--- src/rtl/bpf_mem_pkg.sv ---
// Shared definitions for the packet buffer RAM ownership/read-alignment logic.
// Holds transfer-length codes, the ownership state encoding and the big-endian aligner.
package bpf_mem_pkg;

    localparam int DATA_WIDTH = 32;

    localparam logic [1:0] LEN_BYTE = 2'd0;
    localparam logic [1:0] LEN_HALF = 2'd1;
    localparam logic [1:0] LEN_WORD = 2'd2;

    typedef enum logic {
        FILL = 1'b0,
        FULL = 1'b1
    } buf_state_t;

    // Byte 0 of a word is bits [31:24]; the two words are concatenated and shifted
    // left so the addressed byte lands in the top byte lane.
    function automatic logic [DATA_WIDTH-1:0] align_data(
        input logic [DATA_WIDTH-1:0] word_a,
        input logic [DATA_WIDTH-1:0] word_b,
        input logic [1:0]            offset,
        input logic [1:0]            trans_len
    );
        logic [2*DATA_WIDTH-1:0] cat;
        logic [2*DATA_WIDTH-1:0] shifted;
        logic [DATA_WIDTH-1:0]   top;
        logic [DATA_WIDTH-1:0]   result;
        cat     = {word_a, word_b};
        shifted = cat << {offset, 3'b000};
        top     = shifted[2*DATA_WIDTH-1:DATA_WIDTH];
        case (trans_len)
            LEN_BYTE: result = {24'h000000, top[31:24]};
            LEN_HALF: result = {16'h0000, top[31:16]};
            LEN_WORD: result = top;
            default:  result = top;
        endcase
        return result;
    endfunction

endpackage

--- src/rtl/packet_read_align.sv ---
// Two-stage read pipeline: holds offset/size while the RAM responds, then
// registers the aligned, zero-extended result together with its valid flag.
module packet_read_align
    import bpf_mem_pkg::*;
(
    input  logic                  clk,
    input  logic                  rst,
    input  logic                  rd_accept,
    input  logic [1:0]            offset,
    input  logic [1:0]            trans_len,
    input  logic [DATA_WIDTH-1:0] ram_doa,
    input  logic [DATA_WIDTH-1:0] ram_dob,
    output logic [DATA_WIDTH-1:0] rd_data,
    output logic                  rd_valid
);

    logic       pend_valid_r;
    logic [1:0] pend_offset_r;
    logic [1:0] pend_len_r;
    logic [DATA_WIDTH-1:0] rd_data_r;
    logic                  rd_valid_r;

    // Stage 1: remember how to align the data the RAM returns next cycle.
    always_ff @(posedge clk or posedge rst) begin
        if (rst) begin
            pend_valid_r  <= 1'b0;
            pend_offset_r <= 2'd0;
            pend_len_r    <= 2'd0;
        end else begin
            pend_valid_r  <= rd_accept;
            pend_offset_r <= offset;
            pend_len_r    <= trans_len;
        end
    end

    // Stage 2: register the aligned result; data only updates on a valid beat.
    always_ff @(posedge clk or posedge rst) begin
        if (rst) begin
            rd_data_r  <= 32'h0000_0000;
            rd_valid_r <= 1'b0;
        end else begin
            rd_valid_r <= pend_valid_r;
            if (pend_valid_r) begin
                rd_data_r <= align_data(ram_doa, ram_dob, pend_offset_r, pend_len_r);
            end else begin
                rd_data_r <= rd_data_r;
            end
        end
    end

    assign rd_data  = rd_data_r;
    assign rd_valid = rd_valid_r;

endmodule

--- src/rtl/packetram_arbiter.sv ---
// Packet buffer owner: the snooper fills the RAM, then the CPU reads it with
// arbitrary byte alignment using both read ports, handing back via done pulses.
module packetram_arbiter
    import bpf_mem_pkg::*;
#(
    parameter int ADDR_WIDTH = 10
) (
    input  logic                  clk,
    input  logic                  rst,
    input  logic [ADDR_WIDTH-1:0] sn_addr,
    input  logic [DATA_WIDTH-1:0] sn_wr_data,
    input  logic                  sn_wr_en,
    input  logic                  sn_done,
    output logic                  sn_ready,
    input  logic [ADDR_WIDTH+1:0] cpu_byte_addr,
    input  logic [1:0]            cpu_trans_len,
    input  logic                  cpu_rd_en,
    input  logic                  cpu_done,
    output logic                  cpu_ready,
    output logic [DATA_WIDTH-1:0] cpu_rd_data,
    output logic                  cpu_rd_valid,
    output logic [ADDR_WIDTH:0]   pkt_len,
    output logic                  ram_en,
    output logic                  ram_wr_en,
    output logic [ADDR_WIDTH-1:0] ram_addra,
    output logic [ADDR_WIDTH-1:0] ram_addrb,
    output logic [DATA_WIDTH-1:0] ram_dia,
    input  logic [DATA_WIDTH-1:0] ram_doa,
    input  logic [DATA_WIDTH-1:0] ram_dob
);

    buf_state_t state_r;
    buf_state_t next_state_s;
    logic       sn_ready_r;
    logic       cpu_ready_r;
    logic [ADDR_WIDTH:0]   pkt_len_r;
    logic [ADDR_WIDTH:0]   cand_len_s;
    logic [ADDR_WIDTH-1:0] rd_word_s;
    logic                  wr_accept_s;
    logic                  rd_accept_s;

    assign wr_accept_s = (state_r == FILL) && sn_wr_en;
    assign rd_accept_s = (state_r == FULL) && cpu_rd_en;
    assign rd_word_s   = cpu_byte_addr[ADDR_WIDTH+1:2];
    assign cand_len_s  = {1'b0, sn_addr} + (ADDR_WIDTH+1)'(1);

    // Ownership next-state: each side's done pulse only matters while it owns the buffer.
    always_comb begin
        next_state_s = state_r;
        case (state_r)
            FILL: begin
                if (sn_done) next_state_s = FULL;
                else         next_state_s = FILL;
            end
            FULL: begin
                if (cpu_done) next_state_s = FILL;
                else          next_state_s = FULL;
            end
            default: next_state_s = FILL;
        endcase
    end

    // Ownership state plus ready flags registered from the next state so they switch together.
    always_ff @(posedge clk or posedge rst) begin
        if (rst) begin
            state_r     <= FILL;
            sn_ready_r  <= 1'b1;
            cpu_ready_r <= 1'b0;
        end else begin
            state_r     <= next_state_s;
            sn_ready_r  <= (next_state_s == FILL);
            cpu_ready_r <= (next_state_s == FULL);
        end
    end

    // Packet length: high-water mark of written words, cleared when the CPU releases the buffer.
    always_ff @(posedge clk or posedge rst) begin
        if (rst) begin
            pkt_len_r <= {(ADDR_WIDTH+1){1'b0}};
        end else if ((state_r == FULL) && cpu_done) begin
            pkt_len_r <= {(ADDR_WIDTH+1){1'b0}};
        end else if (wr_accept_s && (cand_len_s > pkt_len_r)) begin
            pkt_len_r <= cand_len_s;
        end else begin
            pkt_len_r <= pkt_len_r;
        end
    end

    // RAM port muxing; port B always fetches the following word (wrapping) for misaligned reads.
    always_comb begin
        ram_en    = 1'b0;
        ram_wr_en = 1'b0;
        ram_addra = {ADDR_WIDTH{1'b0}};
        ram_addrb = {ADDR_WIDTH{1'b0}};
        ram_dia   = 32'h0000_0000;
        if (rst) begin
            ram_en = 1'b0;
        end else if (wr_accept_s) begin
            ram_en    = 1'b1;
            ram_wr_en = 1'b1;
            ram_addra = sn_addr;
            ram_dia   = sn_wr_data;
        end else if (rd_accept_s) begin
            ram_en    = 1'b1;
            ram_addra = rd_word_s;
            ram_addrb = rd_word_s + ADDR_WIDTH'(1);
        end else begin
            ram_en = 1'b0;
        end
    end

    packet_read_align u_align (
        .clk       (clk),
        .rst       (rst),
        .rd_accept (rd_accept_s),
        .offset    (cpu_byte_addr[1:0]),
        .trans_len (cpu_trans_len),
        .ram_doa   (ram_doa),
        .ram_dob   (ram_dob),
        .rd_data   (cpu_rd_data),
        .rd_valid  (cpu_rd_valid)
    );

    assign sn_ready  = sn_ready_r;
    assign cpu_ready = cpu_ready_r;
    assign pkt_len   = pkt_len_r;

endmodule

--- config.mk ---
export PLATFORM = sky130hd
export DESIGN_NAME = packetram_arbiter
export DESIGN_NICKNAME = d
export VERILOG_FILES = /design/src/rtl/bpf_mem_pkg.sv /design/src/rtl/packet_read_align.sv /design/src/rtl/packetram_arbiter.sv
export SDC_FILE = /design/constraint.sdc
export NUM_CORES = 1
export LEC_CHECK = 0
export ABC_AREA = 1
export ABC_CLOCK_PERIOD_IN_PS = 2900
export CORE_MARGIN = 2
export CORE_UTILIZATION = 36
export CTS_CLUSTER_DIAMETER = 50
export DETAILED_ROUTE_END_ITERATION = 12
export PLACE_DENSITY = 0.78
export SYNTH_ARGS = -nofsm -noshare
export SYNTH_HDL_FRONTEND = slang
export SYNTH_SLANG_ARGS = --single-unit
--- constraint.sdc ---
create_clock -name clk -period 2.9 [get_ports clk]
set_input_delay 0.58 -clock clk [delete_from_list [all_inputs] [get_ports clk]]
set_output_delay 0.58 -clock clk [all_outputs]
set_load 0.005 [all_outputs]
==> results list, run 1 <==
- The analysis attributes to cell leakage a power of 3.33 nW.
- Worst rel slew slack: roughly 43%
- Of the cells placed in the final design, the portion with a size suffix greater than 1 is 9.53%.
- Worst Setup End Kind: output port
- The tree built by TritonCTS fans out to 51 sinks.
- Footprint of the multi-input gates: approximately 2400 um2
* Die Footprint: 12400 um2
* Clock tree skew after final layout: 0.00692 ns
* Number of unique standard cell types used by synthesis: 33
- Number of rows created at floorplan: 39
* Worst path required time: 2.32 ns
- Counting flops with a built-in enable in the synthesized netlist gives 0.
- Wires add up to 14.6 mm.
- The floorplan step defined a core boundary enclosing between 10000 and 15000 um2.
- The library cell used most frequently in the layout, excluding fill and tap cells, is nand2_1.
- CTS HTree Levels: 2
* Power per unit of standard cell area: 407 nW/um2
- During I/O placement, the number of pins put on the boundary was 226.
- Post-synth design cell area: 4150 um2
- For this block, the initial DRC count from the detailed router was 385.
- Area used by sequential logic in the layout: 1280 um2
- Synthesis inferred 51 register bits.
- Top library cells by usage in the layout, fill and taps aside: nand2_1, clkdlybuf4s50_1, nor2_1, inv_1, dfrtp_1
- Die Width: roughly 110 um
- The run finished with clean final reports.
- Proportion of synthesized flip-flops having asynchronous set or reset: 100%
- Maximum buffer depth of the clock tree: 2
* Clock tree from TritonCTS: done
- Number of antenna violations at the first check in global routing: 0
- Worst-margin pin slew: 0.850 ns
- In the final routed layout, each cell accounts on average for 14.1 um.
- After global routing the overflow that remains totals 0.
* NumNets Final: approximately 1000
- DR vias: 5097
* Pin count of the biggest net entering global routing: 52
- Post-route setup TNS: 0 ns
- The finished cells cover 6920 um2.
- Final count of negative-setup-slack endpoints: 0
- The critical path in this run is classified as primary input to output port.
* Count of yosys warnings during synthesis: 0
- The congestion estimate from routability-driven global placement came to 0.921.
* Total Power Consumption: approximately 0.0028 W
- Fmax achieved: between 0.3 and 0.4 GHz
* Slew Viols, Final: 0
* Starting utilization of the core area: approximately 37%
* Delay of the slowest cell on the worst path: approximately 0.53 ns
- Clock tree synthesis inserted a total of 5 buffers.
* Kind of cell adding the most delay to the critical path: buffers and inverters
- Post-detailed-placement cell area: 6650 um2
* Cell chosen for the clock root: clkbuf_16
* Global-route wire length before repair: between 20 and 25 mm
- Count of TritonRoute iterations in the first routing pass: 7
- The final count of hold timing violations came to 0.
- The worst path uses 97.4% of the clock period.
* Worst path arrival time: 2.25 ns
- Max Cap Viol: 0
- STA classifies the critical path startpoint as a primary input.
* Critical-path top delay cell: clkdlybuf4s50_1
- After synthesis, the mean cell area works out to around 6.3 um2.
* Clock period minus worst slack: about 2.8 ns
- The signal on the critical path passes through clkdlybuf4s50_1, inv_1, nor2_4, buf_6, buf_12, nand2_1, nor2_1, clkdlybuf4s50_1.
- Measured along the y axis, the die boundary spans roughly 110 um.
- Via count of the first global-routing pass: 4837
- The tightest hold path in the finished design has a slack of 0.485 ns.
- Area added between synthesis and finish: 66.6%
- By instance count, the cell type seen most on the critical path is clkdlybuf4s50_1.
- At the later pin of the worst-skew pair, clock insertion delay measures 0.28 ns.
- CP Buf/Inv Count: 5
- Largest driver fanout on the critical path: 16
- Flip-flop cell with the highest count after synthesis: dfrtp_1
- The repair_antennas step left the layout with diodes totalling 0.
* Synthesized instance count: 655
- Via density: 4.92
- Max IR drop VDD: about 410 uV
- Detailed placement finished with a half-perimeter wire length of 11.5 mm.
- In this run the tool buffered the top-level ports with 217 buffer cells.
- After filler insertion, the fill cell instance count of the layout stands at about 1100.
- For this run, design rule violations remaining after detail routing come to 0.
- Across every metal layer, demand over resource in global routing totals 22.7%.
- Synthesis produced a netlist with a net count of 794.
- Summing the sequential cell areas from Yosys gives about 30% of the chip area.
- In this run the worst hold path is classified as flop to flop.
* Post-CTS clock slew at the launch and capture registers of the worst setup and hold paths: 0.07 ns
- Number of nets still failing antenna checks after routing: 0
registers in the layout, summed over array words and instances (netlist names):
signal,flops
cpu_ready,1
pkt_len,11
sn_ready,1
u_align.pend_len_r,2
u_align.pend_offset_r,2
u_align.pend_valid_r,1
u_align.rd_data,32
u_align.rd_valid,1
routing by layer:
metal / part of all wire [%] / vias up / track usage [%]
met5: 0 / - / 0
met4: 2.3 / 0 / 6.09
met3: 6.6 / 24 / 4.84
met2: 52 / 200 / 41.7
met1: 39 / 2301 / 26.8
li1: - / 2572 / -
where the power goes:
part	total [W]	leakage (nW)	switching (W)	internal, W
sequential	0.000949	0.644	0.000102	0.000847
combinational	0.00121	2.61	0.000541	0.000665
clock	0.000663	0.0771	0.000255	0.000408
total	0.00282	3.33	0.000899	0.00192
cells in the mapped netlist, types with 2 or more instances:
master	count	area (um2)
a211oi_1	7	52.6
a21oi_1	18	90.1
inv_1	66	248
nor2_2	2	12.5
dfrtp_1	50	1250
or2_0	2	12.5
nor2_4	3	33.8
o211ai_2	3	37.5
a32o_1	4	40.0
o211ai_1	13	97.6
nand2_1	224	841
clkbuf_1	8	30.0
o21ai_0	43	215
buf_4	4	30.0
buf_2	16	80.1
ha_1	13	163
inv_2	4	15.0
nand3_1	51	255
nor2_1	68	255
nor3_1	7	35.0
buf_6	7	78.8
o21ai_1	26	130
xnor2_1	2	17.5
xor2_1	4	35.0
o22ai_1	2	12.5
area by class of cell:
| type | instances | share of cell area, % |
|---|---|---|
| multi-input combinational | 497 | 35.2 |
| tap | 143 | 2.59 |
| clock inverter | 2 | 0.543 |
| sequential | 51 | 18.5 |
| clock buffer | 6 | 1.86 |
| inverter | 70 | 3.85 |
| timing repair buffer | 266 | 37.5 |
through the flow:
stage / instances / utilization [%] / worst slack, ns
after floorplan: 655 / - / 0.00850
after global placement: 1025 / 58.7 / -0.108
after detailed placement: 1025 / 58.7 / -0.153
after CTS: 1033 / 60.2 / 0.00477
after global routing: 1035 / 61.1 / -0.00840
final: 1035 / 61.1 / 0.0748
path summary, 6_finish.rpt:
path,from,to,cells past startpoint,slack [ns]
setup / recovery,sn_wr_en,ram_dia[2],8,0.07
hold / removal,u_align.rd_data[27]$_DFFE_PP0P_,u_align.rd_data[27]$_DFFE_PP0P_,2,0.48
setup reg to reg,u_align.pend_offset_r[0]$_DFF_PP0_,u_align.rd_data[10]$_DFFE_PP0P_,4,1.04
hold reg to reg,u_align.rd_data[27]$_DFFE_PP0P_,u_align.rd_data[27]$_DFFE_PP0P_,2,0.48
max in group asynchronous,rst,u_align.rd_data[24]$_DFFE_PP0P_,3,1.53
min in group asynchronous,rst,u_align.pend_valid_r$_DFF_PP0_,3,0.93
cell families after synthesis:
| family | Yosys count | share of synthesized area (%) |
|---|---|---|
| AO/OA/AOI/OAI | 117 | 16.5 |
| XOR/XNOR | 6 | 1.27 |
| adder cells (fa/ha/maj) | 13 | 3.92 |
| buffers and inverters | 107 | 12.1 |
| flip-flops | 51 | 30.8 |
| AND/OR/NAND/NOR | 361 | 35.5 |
repair_timing:
action	CTS	global route
pin swaps	2	5
endpoints found under the setup margin	6	39
hold buffers	0	0
buffers inserted	0	2
resized for setup	9	25
tightest hold or removal path, stage by stage, from the launching register on:
cell     delay (ns)
dfrtp_1        0.35
nand2_1        0.05
o21ai_0        0.06
No activity file was read; power rests on OpenSTA's default activity.
==> inputs of run 2 (changes only) <==
- ABC_CLOCK_PERIOD_IN_PS: 2900 -> 2600
- CORE_UTILIZATION: 36 -> 40
- PLACE_DENSITY: 0.78 -> 0.82
- clock period: 2.9 -> 2.6 ns (I/O delays scaled with it)
==> results list, run 2 (synthesis gave the netlist of run 1 again) <==
* Worst min-delay path endpoint: u_align.rd_data[31]$_DFFE_PP0P_ (was u_align.rd_data[27]$_DFFE_PP0P_)
* Half-perimeter wire length after placement: 12.4 mm (was 11.5 mm)
* Via count of the first global-routing pass: 5188 (was 4837)
* Number of instances in the placed design: 1024 (was 1025)
* Worst path arrival time: 2.01 ns (was 2.25 ns)
- Number of rows created at floorplan: 37 (was 39)
* Count of TritonRoute iterations in the first routing pass: 5 (was 7)
* Final count of negative-setup-slack endpoints: 0 (unchanged)
* Most common library cell in the layout ignoring fill and taps: nand2_1 (unchanged)
- Maximum buffer depth of the clock tree: 2 (unchanged)
* Total Power Consumption: 0.00294 W (was 0.00282 W)
- Worst path setup slack after routing: 0.0736 ns (was 0.0748 ns)
- Core area: 10200 um2 (was 11300 um2)
- The number of nets in the final layout came to 1045 (was 1030).
* Worst min-delay path class: flop to flop (unchanged)
* Max Cap Viol: 0 (unchanged)
* Die Footprint: 11200 um2 (was 12400 um2)
- Top library cells by usage in the layout, fill and taps aside: nand2_1, clkdlybuf4s50_1, nor2_1, inv_1, buf_4 (was nand2_1, clkdlybuf4s50_1, nor2_1, inv_1, dfrtp_1)
- Total global-route track usage: 27.2% (was 22.7%)
- Cell chosen for the clock root: clkbuf_8 (was clkbuf_16)
- The placer congestion estimate came to 0.944 (was 0.921).
- The clock sink count was 51 (unchanged).
* Fmax achieved: 0.396 GHz
* Post-CTS clock slew at the launch and capture registers of the worst setup and hold paths: 0.10 ns (was 0.07 ns)
- The total clock buffers created by CTS is 5 (unchanged).
* Reg2Reg Depth: 4 (unchanged)
- The maximum number of pins on one net before global-route repair is 52 (unchanged).
- The worst min-delay path startpoint is u_align.rd_data[31]$_DFFE_PP0P_ (was u_align.rd_data[27]$_DFFE_PP0P_).
* Clock period minus worst slack: 2.53 ns
* Top Ports: 226 (unchanged)
- The flop-to-flop setup slack came to 0.72 ns (was 1.04 ns).
- The flip-flop count of the largest register, all copies and words added was 32 (unchanged).
- Category of the worst setup path launch point: primary input (unchanged)
- Worst path required time: 2.08 ns (was 2.32 ns)
- Status: complete, no violations (unchanged)
* Number of nets still failing antenna checks after routing: 0 (unchanged)
- Final core area utilization: 68.9% (was 61.1%)
- The count of buffers from port buffering was 217 (unchanged).
- Leak: 3.72 nW (was 3.33 nW)
- Starting utilization of the core area: 40.8% (was 36.7%)
* Clock tree skew after final layout: 0.0110 ns (was 0.00692 ns)
- Count of endpoints failing hold in the final timing report: 0 (unchanged)
- The TritonCTS clock tree is done (unchanged).
- The final cell count without fillers came to 1043 (was 1035).
- Worst flop-to-flop path endpoint: u_align.rd_data[10]$_DFFE_PP0P_ (unchanged)
- Worst hold margin: 0.502 ns (was 0.485 ns)
* Slew Viols, Final: 0 (unchanged)
* Die height: 106 um (was 111 um)
- The number of vias per cell after detailed routing was 5.08 (was 4.92).
* Drt total wl: 15.8 mm (was 14.6 mm)
- The maximum vdd ir drop was 247 uV (was 412 uV).
- DR vias: 5295 (was 5097)
- Global-route wire length before repair: 24.8 mm (was 23.2 mm)
* Worst-margin pin slew: 0.862 ns (was 0.850 ns)
- The number of levels in the clock H-tree came to 2 (unchanged).
- The largest fanout on the critical path came to 8 (was 16).
* Crit share post-route: roughly 97%
- Routed length per placed instance: 15.2 um (was 14.1 um)
* Pre-CTS worst setup slack: -0.363 ns (was -0.153 ns)
- Power per unit of standard cell area: 419 nW/um2 (was 407 nW/um2)
* Die Width: 106 um (was 111 um)
* Overall overflow remaining after global route: 0 (unchanged)
- The number of remaining DRC errors is 0 (unchanged).
* Setup CP Type: primary input to output port (unchanged)
- Share of layout cells above drive strength 1: 12.7% (was 9.53%)
- The number of antenna cells inserted is 0 (unchanged).
- Worst rel slew slack: 42.4% (was 43.2%)
* Area added between synthesis and finish: 69.0% (was 66.6%)
- R2r startpoint: u_align.pend_offset_r[0]$_DFF_PP0_ (unchanged)
* Worst Setup End Kind: output port (unchanged)
- Number of cells on the worst hold path: 2 (unchanged)
- Count of routing violations after the opening detailed-route iteration: 333 (was 385)
* Number of antenna violations at the first check in global routing: 0 (unchanged)
* Insertion delay of the later-clocked pin in the worst-skew pair: 0.30 ns (was 0.28 ns)
[run 2: cell count changes in the layout (fill, tap and decap cells not counted), moves of 4 or more]
cell,previous run,this run
clkbuf_16,5,0
dlymetal6s2s_1,12,24
nand2_1,223,219
clkbuf_8,0,6
clkdlybuf4s50_1,199,156
dlygate4sd2_1,6,34
buf_4,45,57
[run 2: how the worst max path moves through the flow]
stage	from	endpoint	slack, ns	cells past startpoint
after CTS	cpu_byte_addr[7]	ram_addrb[9]	-0.08	8
after global routing	sn_addr[7]	pkt_len[10]$_DFFE_PP0P_	-0.05	14
after global placement	sn_addr[1]	pkt_len[9]$_DFFE_PP0P_	-0.30	18
final	sn_wr_en	ram_addra[6]	0.07	9
after detailed placement	sn_addr[1]	pkt_len[5]$_DFFE_PP0P_	-0.36	18
after floorplan	rst	ram_addra[5]	0.06	6
[run 2: stage by stage]
stage	TNS [ns]	area [um2]
floorplan	0	4170
global placement	-6.68	6690
detailed placement	-7.57	6690
CTS	-0.104	6860
global route	-0.330	7020
finish	0	7020
[run 2: metal layers]
metal / up-vias / routed length [um] / global-route usage [%]
li1: 2597 / - / -
met1: 2427 / 5980 / 30.5
met2: 238 / 8070 / 50.2
met3: 33 / 1370 / 6.99
met4: 0 / 429 / 8.55
met5: - / 0 / 0
[run 2: what timing repair did]
item / in CTS / in global routing
pin swaps: 3 / 8
endpoints found under the setup margin: 58 / 33
resized for setup: 54 / 47
setup buffers: 3 / 7
hold buffers: 0 / 0
gates cloned: 1 / 0
[run 2: worst max-delay path: stages]
cell             delay (ns)
clkdlybuf4s50_1        0.45
inv_1                  0.06
nor2_4                 0.12
inv_2                  0.09
nor2_4                 0.12
nor2_4                 0.07
buf_4                  0.14
a211oi_2               0.17
dlygate4sd2_1          0.27
[run 2: report_power, final]
part	switching [W]	total (W)	internal [W]	leakage (nW)
registers	0.000111	0.00105	0.000943	0.644
logic	0.000640	0.00139	0.000752	3.03
clock network	0.000274	0.000492	0.000218	0.0474
total	0.00103	0.00294	0.00191	3.72
[run 2: area by class of cell]
cell class	count	area, um2
Clock buffer	6	82.6
Clock inverter	2	16.3
Fill cell	847	3170
Inverter	70	267
Multi-Input combinational cell	497	2480
Sequential cell	51	1280
Tap cell	136	170
Timing Repair Buffer	281	2720
==> variant 1: new RTL, config.mk and constraints of run 1 <==
`ADDR_WIDTH`: 10 -> 9.
--- a/src/rtl/packetram_arbiter.sv
+++ b/src/rtl/packetram_arbiter.sv
@@ -3,7 +3,7 @@
 module packetram_arbiter
     import bpf_mem_pkg::*;
 #(
-    parameter int ADDR_WIDTH = 10
+    parameter int ADDR_WIDTH = 9
 ) (
     input  logic                  clk,
     input  logic                  rst,
Ports: changed (5 resized); port bits go from 226 to 221. The function was not compared with the original's and may differ.
==> variant 1 against run 1 <==
Routed wire length is 0.71% higher; register-to-register slack got worse by 0.02 ns; design area down 5.5%; sequential share of layout area grew 0.70 points; global-route usage grew 0.84 points; sequential cell count fell by 1; critical path depth decreased by 1; power is 11% lower; synthesized area fell by 2.7%; setup slack better by 0.0034 ns; largest cell class unchanged.
==> variant 1: results (changes against run 1) <==
| Metric | Value |
|---|---|
| Outcome | `complete, no violations` |
| NonClk Buf Share | `0.368 (-0.00758)` |
| CP Max Fanout | `3 (-13)` |
| Met3 Track Usage GR | `0.0676 (+0.0191)` |
| First-pass GRT wire length | `22000 um (-4.8%)` |
| Peak supply drop | `0.292 mV (-29%)` |
| First-pass iteration count of the detailed router | `5 (-2)` |
| Share of cells above drive strength 1 | `0.0763 (-0.0190)` |
| Register area share after synthesis | `0.310 (+0.00248)` |
| Inverters | `67 (-4.3%)` |
| Clk_skew | `0.00989 ns (+0.00297 ns)` |
| Sequential share of cell area | `0.192 (+0.00696)` |
| Syn Nets | `784 (-1.3%)` |
| Via/cell ratio | `4.90 (-0.43%)` |
| Count of cell types in the netlist | `35 (+6.1%)` |
| Total Routing Usage GR | `0.235 (+0.00839)` |
| Switching Power | `880 uW (-2.0%)` |
| DP Area | `0.00638 mm2 (-4.0%)` |
| RD Place Congestion | `0.910 (-1.2%)` |
| Non-clock buffer count | `246 (-7.5%)` |
| Layout clock area frac | `0.0149 (-0.00913)` |
| Initial DRC count | `301 (-22%)` |
| DP Worst Slack | `-0.152 ns (+0.000988 ns)` |
| Clock-pin slew on the worst setup and hold paths | `0.11 ns (+0.04 ns)` |
| Filler cells | `1035 (-2.5%)` |
| CTS root buf | `clkbuf_8` |
| Number of port buffers | `212 (-2.3%)` |
| Multi-input gate share of total cell area | `0.360 (+0.00790)` |
| Number of global-route vias before repair | `4636 (-4.2%)` |
| HPWL Detailed | `11400 um (-1.4%)` |
| Synth cell count leaders | `nand2_1, inv_1, nand3_1, nor2_1, dfrtp_1` |
| Sequential power | `930 uW (-2%)` |
| Combinational share of power | `0.450 (+0.022)` |
| Max_slew headroom | `0.427 (-0.00505)` |
| Synthesized area | `0.00404 mm2 (-2.7%)` |
| Xor/xnor cell area share of the yosys netlist | `0.00867 (-0.00398)` |
| Compound-cell area share of the yosys netlist | `0.130 (-0.0347)` |
| Grt met1 use | `0.261 (-0.00682)` |
| Synth area leaders | `dfrtp_1, nand2_1, nand3_1` |
| Met2 usage | `0.414 (-0.00340)` |
| Clock Buffer Count | `5 (-1)` |
## variant 1: cell types whose count changed in the layout (fill, tap and decap cells not counted), sizes merged, moves of 4 or more
cell,delta
a21oi,-7
buf,-15
nor2,-7
dlymetal6s2s,-5
nand2,+16
o211ai,-5
o21ai,-11
nand3,+13
nor3b,+4
## variant 1: layer usage
metal	up-vias	part of all wire
li1	2488	-
met1	2188	0.39
met2	217	0.48
met3	35	0.10
met4	0	0.036
met5	-	0
## variant 1: final timing paths
path / from / depth (start not counted) / slack (ns) / end
setup / recovery: cpu_byte_addr[5] / 7 / 0.08 / ram_addrb[6]
hold / removal: u_align.rd_data[29]$_DFFE_PP0P_ / 2 / 0.49 / u_align.rd_data[29]$_DFFE_PP0P_
setup reg to reg: u_align.pend_offset_r[0]$_DFF_PP0_ / 7 / 1.02 / u_align.rd_data[7]$_DFFE_PP0P_
hold reg to reg: u_align.rd_data[29]$_DFFE_PP0P_ / 2 / 0.49 / u_align.rd_data[29]$_DFFE_PP0P_
max in group asynchronous: rst / 4 / 1.76 / u_align.rd_data[4]$_DFFE_PP0P_
min in group asynchronous: rst / 4 / 0.71 / u_align.rd_data[16]$_DFFE_PP0P_
## variant 1: per-stage QoR
step | util | hold WS [ns] | cells
2_1_floorplan | - | 0.427 | 648
3_3_place_gp | 0.586 | 0.469 | 997
3_5_place_dp | 0.586 | 0.474 | 997
4_1_cts | 0.597 | 0.501 | 1005
5_1_grt | 0.600 | 0.528 | 1005
6_report | 0.600 | 0.491 | 1005
## variant 1: timing repair
action	4_1_cts	5_1_grt
hold buffers	0	0
gates resized for setup	15	13
gates cloned	0	0
buffers inserted	0	0
pin swaps	1	1
endpoints found under the setup margin	9	35
==> variant 2: new RTL, flow settings as in run 1 <==
Without the edit above. Make the reset (`rst`) synchronous in 4 clocked blocks.
--- a/src/rtl/packet_read_align.sv
+++ b/src/rtl/packet_read_align.sv
@@ -21,7 +21,7 @@
     logic                  rd_valid_r;
 
     // Stage 1: remember how to align the data the RAM returns next cycle.
-    always_ff @(posedge clk or posedge rst) begin
+    always_ff @(posedge clk) begin
         if (rst) begin
             pend_valid_r  <= 1'b0;
             pend_offset_r <= 2'd0;
@@ -34,7 +34,7 @@
     end
 
     // Stage 2: register the aligned result; data only updates on a valid beat.
-    always_ff @(posedge clk or posedge rst) begin
+    always_ff @(posedge clk) begin
         if (rst) begin
             rd_data_r  <= 32'h0000_0000;
             rd_valid_r <= 1'b0;
--- a/src/rtl/packetram_arbiter.sv
+++ b/src/rtl/packetram_arbiter.sv
@@ -61,7 +61,7 @@
     end
 
     // Ownership state plus ready flags registered from the next state so they switch together.
-    always_ff @(posedge clk or posedge rst) begin
+    always_ff @(posedge clk) begin
         if (rst) begin
             state_r     <= FILL;
             sn_ready_r  <= 1'b1;
@@ -74,7 +74,7 @@
     end
 
     // Packet length: high-water mark of written words, cleared when the CPU releases the buffer.
-    always_ff @(posedge clk or posedge rst) begin
+    always_ff @(posedge clk) begin
         if (rst) begin
             pkt_len_r <= {(ADDR_WIDTH+1){1'b0}};
         end else if ((state_r == FULL) && cpu_done) begin
Check against the original RTL: differs if rst is asserted again (counterexample within 4 cycles, from zero or initial values and one cycle with rst high); with rst held inactive, the same outputs for 10 cycles.
==> variant 2 against run 1 <==
Via count up 2.9%; setup slack lost 0.014 ns; critical path depth decreased by 1; power down 19%; die area increased by 0.21%; sequential cell count did not move; synthesized area up 0.21%; routed wire length is 6.5% higher; design area shrank 0.60%.
==> variant 2: results (changes against run 1) <==
| Metric | Value |
|---|---|
| Number of global-route vias before repair | `4786 (-1.1%)` |
| CP Max Fanout | `3 (-13)` |
| Leakage | `3.14 nW (-5.9%)` |
| Crit path largest cell delay | `0.53 ns (about the same)` |
| Synthesis Warnings | `0 (unchanged)` |
| Met2 usage | `0.424 (+0.00691)` |
| Synth cell count leaders | `nand2_1, nor2_1, inv_1, dfxtp_1, a21oi_1` |
| First-pass iteration count of the detailed router | `5 (-2)` |
| Fraction of registers with async set/reset | `0 (-1.00)` |
| Outcome | `complete, no violations` |
| Clock-pin slew on the worst setup and hold paths | `0.07 ns (about the same)` |
| WL/cell | `14.4 um (+2.2%)` |
| Number of port buffers | `217 (unchanged)` |
| Syn Nets | `842 (+6.0%)` |
| Total Routing Usage GR | `0.241 (+0.0142)` |
| First-pass GRT wire length | `24400 um (+5.4%)` |
| Clock Path Buffers | `2 (unchanged)` |
| Synth area leaders | `dfxtp_1, nand2_1, nor2_1` |
| Fin nets | `1074 (+4.3%)` |
| Share of cells above drive strength 1 | `0.123 (+0.0277)` |
| Initial antenna violation count | `1 (+1)` |
| Max_slew headroom | `0.252 (-0.181)` |
| Register area share after synthesis | `0.245 (-0.0623)` |
| Via count | `5244 (+2.9%)` |
| HPWL Detailed | `12100 um (+4.7%)` |
| Hold Crit Class | `reg -> reg` |
| Initial DRC count | `377 (-2.1%)` |
| Clk_skew | `0.00551 ns (-0.00140 ns)` |
| Peak supply drop | `0.267 mV (-35%)` |
| CTS root buf | `clkbuf_16` |
| Count of cell types in the netlist | `42 (+27%)` |
| Slew Limit Fails | `0 (unchanged)` |
| Grt met1 use | `0.287 (+0.0186)` |
| Met3 Track Usage GR | `0.0533 (+0.00490)` |
| RD Place Congestion | `0.885 (-3.9%)` |
| Largest net degree at the start of global routing | `49 (-5.8%)` |
| CP delay by family, top | `buffers and inverters` |
variant 2: changes by cell type after synthesis, moves of 7 or more:
cell      delta
dfxtp_1     +51
o21ai_1     -12
nand3_1     -23
inv_1       +16
a21oi_1     +24
o21ai_0     -25
a21oi_2     +14
nor2_1      +39
nor2_2      +14
dfrtp_1     -50
a211oi_1     -7
variant 2: worst paths after layout:
path,start,slack [ns],depth (start not counted),endpoint
hold / removal,u_align.rd_data[21]$_SDFFE_PP0P_,0.47,2,u_align.rd_data[21]$_SDFFE_PP0P_
setup / recovery,cpu_byte_addr[5],0.06,7,ram_addrb[6]
hold reg to reg,u_align.rd_data[21]$_SDFFE_PP0P_,0.47,2,u_align.rd_data[21]$_SDFFE_PP0P_
setup reg to reg,u_align.pend_offset_r[0]$_SDFF_PP0_,1.06,10,u_align.rd_data[1]$_SDFFE_PP0P_
variant 2: stage by stage:
step | instance area, um2 | util | setup slack, ns | setup TNS, ns | instances
after floorplan | 4160 | - | 0.496 | 0 | 702
after global placement | 6600 | 0.581 | -0.191 | -1.91 | 1067
after detailed placement | 6600 | 0.581 | -0.220 | -2.23 | 1067
after CTS | 6780 | 0.596 | 0.0129 | 0 | 1076
after global routing | 6880 | 0.605 | -0.00799 | -0.0113 | 1079
final | 6880 | 0.605 | 0.0611 | 0 | 1079
variant 2: worst reg2reg max path: stages (launching register included):
cell and delay (ns):
dfxtp_1 0.32, inv_2 0.47, buf_4 0.28, nand2_1 0.06, nand2_1 0.08, nor2_1 0.05, a21oi_2 0.24, nand2_1 0.08
nand2_1 0.08, nor2_1 0.05, nor2_1 0.07
variant 2: cell families after synthesis:
group,synth area share
and+or+nand+nor,0.406
buffers and inverters,0.135
AOI/OAI and AO/OA,0.157
DFF,0.245
adders and majority gates,0.0421
xor gates and xnor gates,0.0147
variant 2: layout make-up:
class	instances	area, um2
clock inverter	3	43.8
clock buffer	5	125
fill	1071	4490
antenna	1	2.50
inverter	90	343
sequential	51	1020
tap	143	179
timing repair buffer	259	2510
multi-input combinational	527	2650
variant 2: metal layers:
metal / share of wire / vias up
li1: - / 2652
met1: 0.40 / 2308
met2: 0.49 / 250
met3: 0.080 / 34
met4: 0.039 / 0
met5: 0 / -
variant 2: report_power, final:
part	switching, mW	total (mW)	internal, mW
registers	0.0236	0.757	0.733
clock network	0.271	0.678	0.407
logic	0.413	0.839	0.426
total	0.707	2.27	1.57
variant 2: what timing repair did:
item | 4_1_cts | 5_1_grt
buffers inserted | 1 | 1
hold buffers | 0 | 0
gates cloned | 0 | 1
endpoints found under the setup margin | 5 | 35
gates resized for setup | 6 | 23
pin swaps | 2 | 5
